**src/rtl/pwm2bin_32bit.sv**
```systemverilog
// rtl/pwm2bin_32bit.sv - PWM audio capture: four 256-cycle slot high-times packed into a 32-bit word
module pwm2bin_32bit #(
   parameter int SYNC_STAGES = 2
) (
   input  logic        clk,
   input  logic        rstn,
   input  logic        aud_en,
   input  logic        pwm_i,
   output logic [31:0] data_o,
   output logic        valid_o,
   input  logic        ready_i,
   output logic        overflow_o,
   output logic        glitch_o
);

   logic [SYNC_STAGES-1:0] pwm_sync;
   logic [SYNC_STAGES-1:0] en_sync;
   logic                   pwm_s;
   logic                   en_s;
   logic [9:0]             rc;
   logic [8:0]             h;
   logic [8:0]             h_cur;
   logic [8:0]             h_dec;
   logic [7:0]             sample;
   logic [7:0]             shadow0;
   logic [7:0]             shadow1;
   logic [7:0]             shadow2;
   logic                   slot_end;
   logic                   word_done;

   // Identical chains keep the PWM edge and its frame reference cycle-aligned.
   always_ff @(posedge clk or negedge rstn) begin
      if (!rstn) begin
         pwm_sync <= '0;
         en_sync  <= '0;
      end else begin
         pwm_sync <= {pwm_sync[SYNC_STAGES-2:0], pwm_i};
         en_sync  <= {en_sync[SYNC_STAGES-2:0], aud_en};
      end
   end

   assign pwm_s = pwm_sync[SYNC_STAGES-1];
   assign en_s  = en_sync[SYNC_STAGES-1];

   always_comb begin
      h_cur     = h + {8'd0, pwm_s};
      h_dec     = h_cur - 9'd1;
      sample    = (h_cur == 9'd0) ? 8'd0 : h_dec[7:0];
      slot_end  = en_s && (rc[7:0] == 8'hFF);
      word_done = slot_end && (rc[9:8] == 2'd3);
   end

   always_ff @(posedge clk or negedge rstn) begin
      if (!rstn) begin
         rc         <= '0;
         h          <= '0;
         shadow0    <= '0;
         shadow1    <= '0;
         shadow2    <= '0;
         overflow_o <= 1'b0;
         glitch_o   <= 1'b0;
      end else if (!en_s) begin
         rc         <= '0;
         h          <= '0;
         shadow0    <= '0;
         shadow1    <= '0;
         shadow2    <= '0;
         overflow_o <= 1'b0;
         glitch_o   <= 1'b0;
      end else begin
         rc <= rc + 10'd1;
         h  <= slot_end ? 9'd0 : h_cur;
         if (slot_end) begin
            case (rc[9:8])
               2'd0:    shadow0 <= sample;
               2'd1:    shadow1 <= sample;
               2'd2:    shadow2 <= sample;
               default: ;
            endcase
            if (h_cur == 9'd0)
               glitch_o <= 1'b1;
         end
         if (word_done && valid_o && !ready_i)
            overflow_o <= 1'b1;
      end
   end

   // Output register is independent of en_s so a held word survives aud_en dropping.
   always_ff @(posedge clk or negedge rstn) begin
      if (!rstn) begin
         data_o  <= '0;
         valid_o <= 1'b0;
      end else if (word_done && (!valid_o || ready_i)) begin
         data_o  <= {sample, shadow2, shadow1, shadow0};
         valid_o <= 1'b1;
      end else if (valid_o && ready_i) begin
         valid_o <= 1'b0;
      end
   end

endmodule

```
**config.mk**
```make
export PLATFORM = sky130hd
export DESIGN_NAME = pwm2bin_32bit
export DESIGN_NICKNAME = d
export VERILOG_FILES = /design/src/rtl/pwm2bin_32bit.sv
export SDC_FILE = /design/constraint.sdc
export NUM_CORES = 1
export LEC_CHECK = 0
export CAP_MARGIN = 20
export CORE_UTILIZATION = 55
export DETAILED_ROUTE_END_ITERATION = 12
export HOLD_SLACK_MARGIN = 0.1
export PLACE_DENSITY = 0.75
export SYNTH_ARGS = -nofsm -noshare
export SYNTH_HDL_FRONTEND = slang
export SYNTH_SLANG_ARGS = --single-unit
```
**constraint.sdc**
```tcl
create_clock -name clk -period 5.4 [get_ports clk]
set_input_delay 1.08 -clock clk [delete_from_list [all_inputs] [get_ports clk]]
set_output_delay 1.08 -clock clk [all_outputs]
set_load 0.01 [all_outputs]
```
==> flow_metrics.tcl <==
set metrics [dict create \
    cp_max_fo 5 \
    drt-initial-drc-count 136 \
    finalClockSkew_ps 15.39 \
    run_status "finished, final reports clean" \
    cts-root-to-sink-buffers 2 \
    worst_hold_path.endpoint "en_sync[1]$_DFF_PN0_" \
    critPathRequiredTime_ps 5690 \
    post_drt_via_cell_ratio 5.799 \
    r2r-end "shadow1[6]$_DFFE_PN0P_" \
    layout.nets 400 \
    global_route_wire_length_before_repair_mm 12.67 \
    end_kind "register" \
    launch_point_of_the_worst_hold_path "en_sync[0]$_DFF_PN0_" \
    instance_count_of_the_mapped_netlist 355 \
    worst_slew_margin_rel_pct 58.55 \
    finalWirelength_mm 7.533 \
    rr_worst_depth 8 \
    setup_viol 0 \
    synth_top_cells_by_area "sky130_fd_sc_hd__dfrtp_1 (56%), sky130_fd_sc_hd__nand2_1 (9.6%), sky130_fd_sc_hd__a32o_1 (3.5%)" \
    drc_errors 0 \
    timing.final.crit_share_pct 48.54 \
    detailroute.via_count 2737 \
    cts-root-buf "sky130_fd_sc_hd__clkbuf_8" \
    clk_latency_worst_skew_pair_ps 360 \
    drt_pass_1_iters 4 \
    postSynthNetCount 365 \
    gpl.final_weighted_congestion 0.7780 \
    asyncSetResetFlopFracSynth_pct 100.0 \
    min_period_ps 2621 \
    peak_vdd_ir_uv 239.4 \
    seqCellArea_mm2 0.002052 \
    die_span_x_um 83.67 \
    placement.setup.worst_slack_ps 2438 \
    multi_input_area_mm2 0.001513 \
    worst_setup_hold_path_clk_slew_ps 90 \
    initial_utilization_pct 57.45 \
    synth_common_cells "sky130_fd_sc_hd__nand2_1 (94), sky130_fd_sc_hd__dfrtp_1 (82), sky130_fd_sc_hd__a32o_1 (13), sky130_fd_sc_hd__nor2_1 (13), sky130_fd_sc_hd__xnor2_1 (11)" \
    vias_in_the_first_global_route 2660 \
    r2r_start "pwm_sync[1]$_DFF_PN0_" \
    unrepaired_setup_endpoints_after_global_routing "false" \
    final.fill_count 491 \
    instance_count_along_the_most_critical_hold_path 0 \
    routed_wire_length_per_instance_um 15.96 \
    port_buffers 39 \
    synth-edff-count 0 \
    finalSetupTns_ps 0 \
    synth-seq-area-share_pct 55.93 \
    cts_tree "yes" \
    hold_slack_ps 356.8 \
    synthesis.yosys.warnings 0 \
    antennaDiodeCount 0 \
    die_h_um 83.67 \
    post-synth-top-area-fraction_pct 55.93 \
    setup.worst_path.start_class "register" \
    cts.hold.buffers_added 0 \
    synth_seq_cells 82 \
    post_cts_buffers 0 \
    criticalPathCategory "reg2reg" \
    cts_sinks 82 \
    drtAntennaViolNets 0 \
    detailed_place_hpwl_mm 5.076 \
    dieArea_mm2 0.007001 \
    grt_start_max_net_pins 83 \
    synth_cell_type_count 49 \
    coreArea_mm2 0.006386 \
    p_per_area_mw_per_mm2 275.0 \
    setup_ws_ps 2779 \
    holdCritPathClass "reg2reg" \
    synthMostInstantiatedCell "sky130_fd_sc_hd__nand2_1" \
    placed_cells 455 \
    synth_largest_area_cell "sky130_fd_sc_hd__dfrtp_1" \
    fin_cells 472 \
    grt.overflow.total 0 \
    drive_gt1_share_pct 7.089 \
    core.rowCount 29 \
    report.final.slew_viol_count 0 \
    fmaxAchievable_mhz 381.5 \
    initial_antenna_violation_count 0 \
    cts_made_buffers 9 \
    hold_violations 0 \
    finalPower_uw 1186 \
    number_of_maximum_capacitance_constraint_violations 0 \
    timing_worst_slew_pin_value_ps 621.7 \
    postCtsResizedCells 0 \
    yosys_most_used_dff "sky130_fd_sc_hd__dfrtp_1" \
    mappedNetlistArea_mm2 0.003669 \
    floorplan.io_pins 40 \
    area_delta_synth_final_pct 17.56 \
    htree_depth 3 \
    worst_ep_arrival_time_ps 2910 \
    p_leak_uw 0.002012 \
    gr-usage-all-layers_pct 22.73 \
    ff2ff_setup_slack_ps 2780 \
    post_synth.cell_area_avg_um2 10.33 \
]
## cell usage in the layout, fill, tap and decap left out, types with 4 or more instances in the layout
cell	count
sky130_fd_sc_hd__o21a_1	6
sky130_fd_sc_hd__dfrtp_1	82
sky130_fd_sc_hd__nand2_1	94
sky130_fd_sc_hd__xnor2_1	11
sky130_fd_sc_hd__a21oi_1	4
sky130_fd_sc_hd__a32o_1	13
sky130_fd_sc_hd__nor4_1	4
sky130_fd_sc_hd__and3_1	6
sky130_fd_sc_hd__nor3_1	4
sky130_fd_sc_hd__o21ai_0	4
sky130_fd_sc_hd__inv_1	5
sky130_fd_sc_hd__ha_1	5
sky130_fd_sc_hd__a22o_1	4
sky130_fd_sc_hd__o211ai_1	5
sky130_fd_sc_hd__clkbuf_8	10
sky130_fd_sc_hd__and2_1	10
sky130_fd_sc_hd__o41ai_1	5
sky130_fd_sc_hd__clkdlybuf4s50_1	38
sky130_fd_sc_hd__nand4_1	6
sky130_fd_sc_hd__nor2_1	13
sky130_fd_sc_hd__nand3_1	10
sky130_fd_sc_hd__xor2_1	9
sky130_fd_sc_hd__or4_1	4
## metrics by stage
step	instance area (um2)	util [%]
2_1_floorplan	3669	-
6_report	4313	67.54
5_1_grt	4313	67.54
3_5_place_dp	4075	63.81
4_1_cts	4285	67.10
3_3_place_gp	4075	63.81
## critical path: stages, from the launching register on
cell and delay, ps:
sky130_fd_sc_hd__dfrtp_1 390, sky130_fd_sc_hd__ha_1 430, sky130_fd_sc_hd__inv_1 160, sky130_fd_sc_hd__ha_1 250
sky130_fd_sc_hd__and4_1 210, sky130_fd_sc_hd__a32oi_1 300, sky130_fd_sc_hd__mux2i_1 150, sky130_fd_sc_hd__xnor2_1 430
sky130_fd_sc_hd__a32o_1 250
## cell type report
type | count | share of cell area [%]
multi-input combinational | 251 | 35.07
timing repair buffer | 41 | 9.806
tap | 77 | 2.234
sequential | 82 | 47.58
inverter | 5 | 0.4352
clock buffer | 10 | 3.191
clock inverter | 6 | 1.683
## kinds of logic after synthesis
logic type,after synthesis,synth area share [%]
buf+inv,22,2.831
compound gates,53,11.77
mux,2,0.5798
fa+ha+maj,5,1.705
flops,82,55.93
xor+xnor,20,4.775
simple gates,171,22.41
## flip-flops by register name, summed over array words and instances, names as in the netlist
name	count
shadow2	8
rc	10
valid_o	1
overflow_o	1
shadow1	8
en_sync	2
h	9
shadow0	8
glitch_o	1
pwm_sync	2
data_o	32
## per-layer routing
layer | GRT usage [%] | vias up | wire length (um)
li1 | - | 1317 | -
met1 | 31.37 | 1349 | 3460
met5 | 0 | - | 0
met3 | 3.264 | 12 | 246
met2 | 36.73 | 59 | 3688
met4 | 8.629 | 0 | 138
## how the worst max path moves through the flow
stage	start	endpoint	slack, ps	depth (start not counted)
after detailed placement	ready_i	data_o[30]$_DFFE_PN0P_	2440	6
after global routing	h[0]$_DFF_PN0_	shadow1[6]$_DFFE_PN0P_	2680	8
after global placement	ready_i	data_o[30]$_DFFE_PN0P_	2470	6
final	pwm_sync[1]$_DFF_PN0_	shadow1[6]$_DFFE_PN0P_	2780	8
after CTS	h[0]$_DFF_PN0_	shadow1[6]$_DFFE_PN0P_	2780	8
after floorplan	pwm_sync[1]$_DFF_PN0_	data_o[30]$_DFFE_PN0P_	3160	9
## report_power, final
part	switching (uW)	internal [uW]
Sequential	5.94	618
Combinational	68.0	25.7
Clock	237	231
Total	311	875
Note: power is estimated with default switching activity, not from simulation.
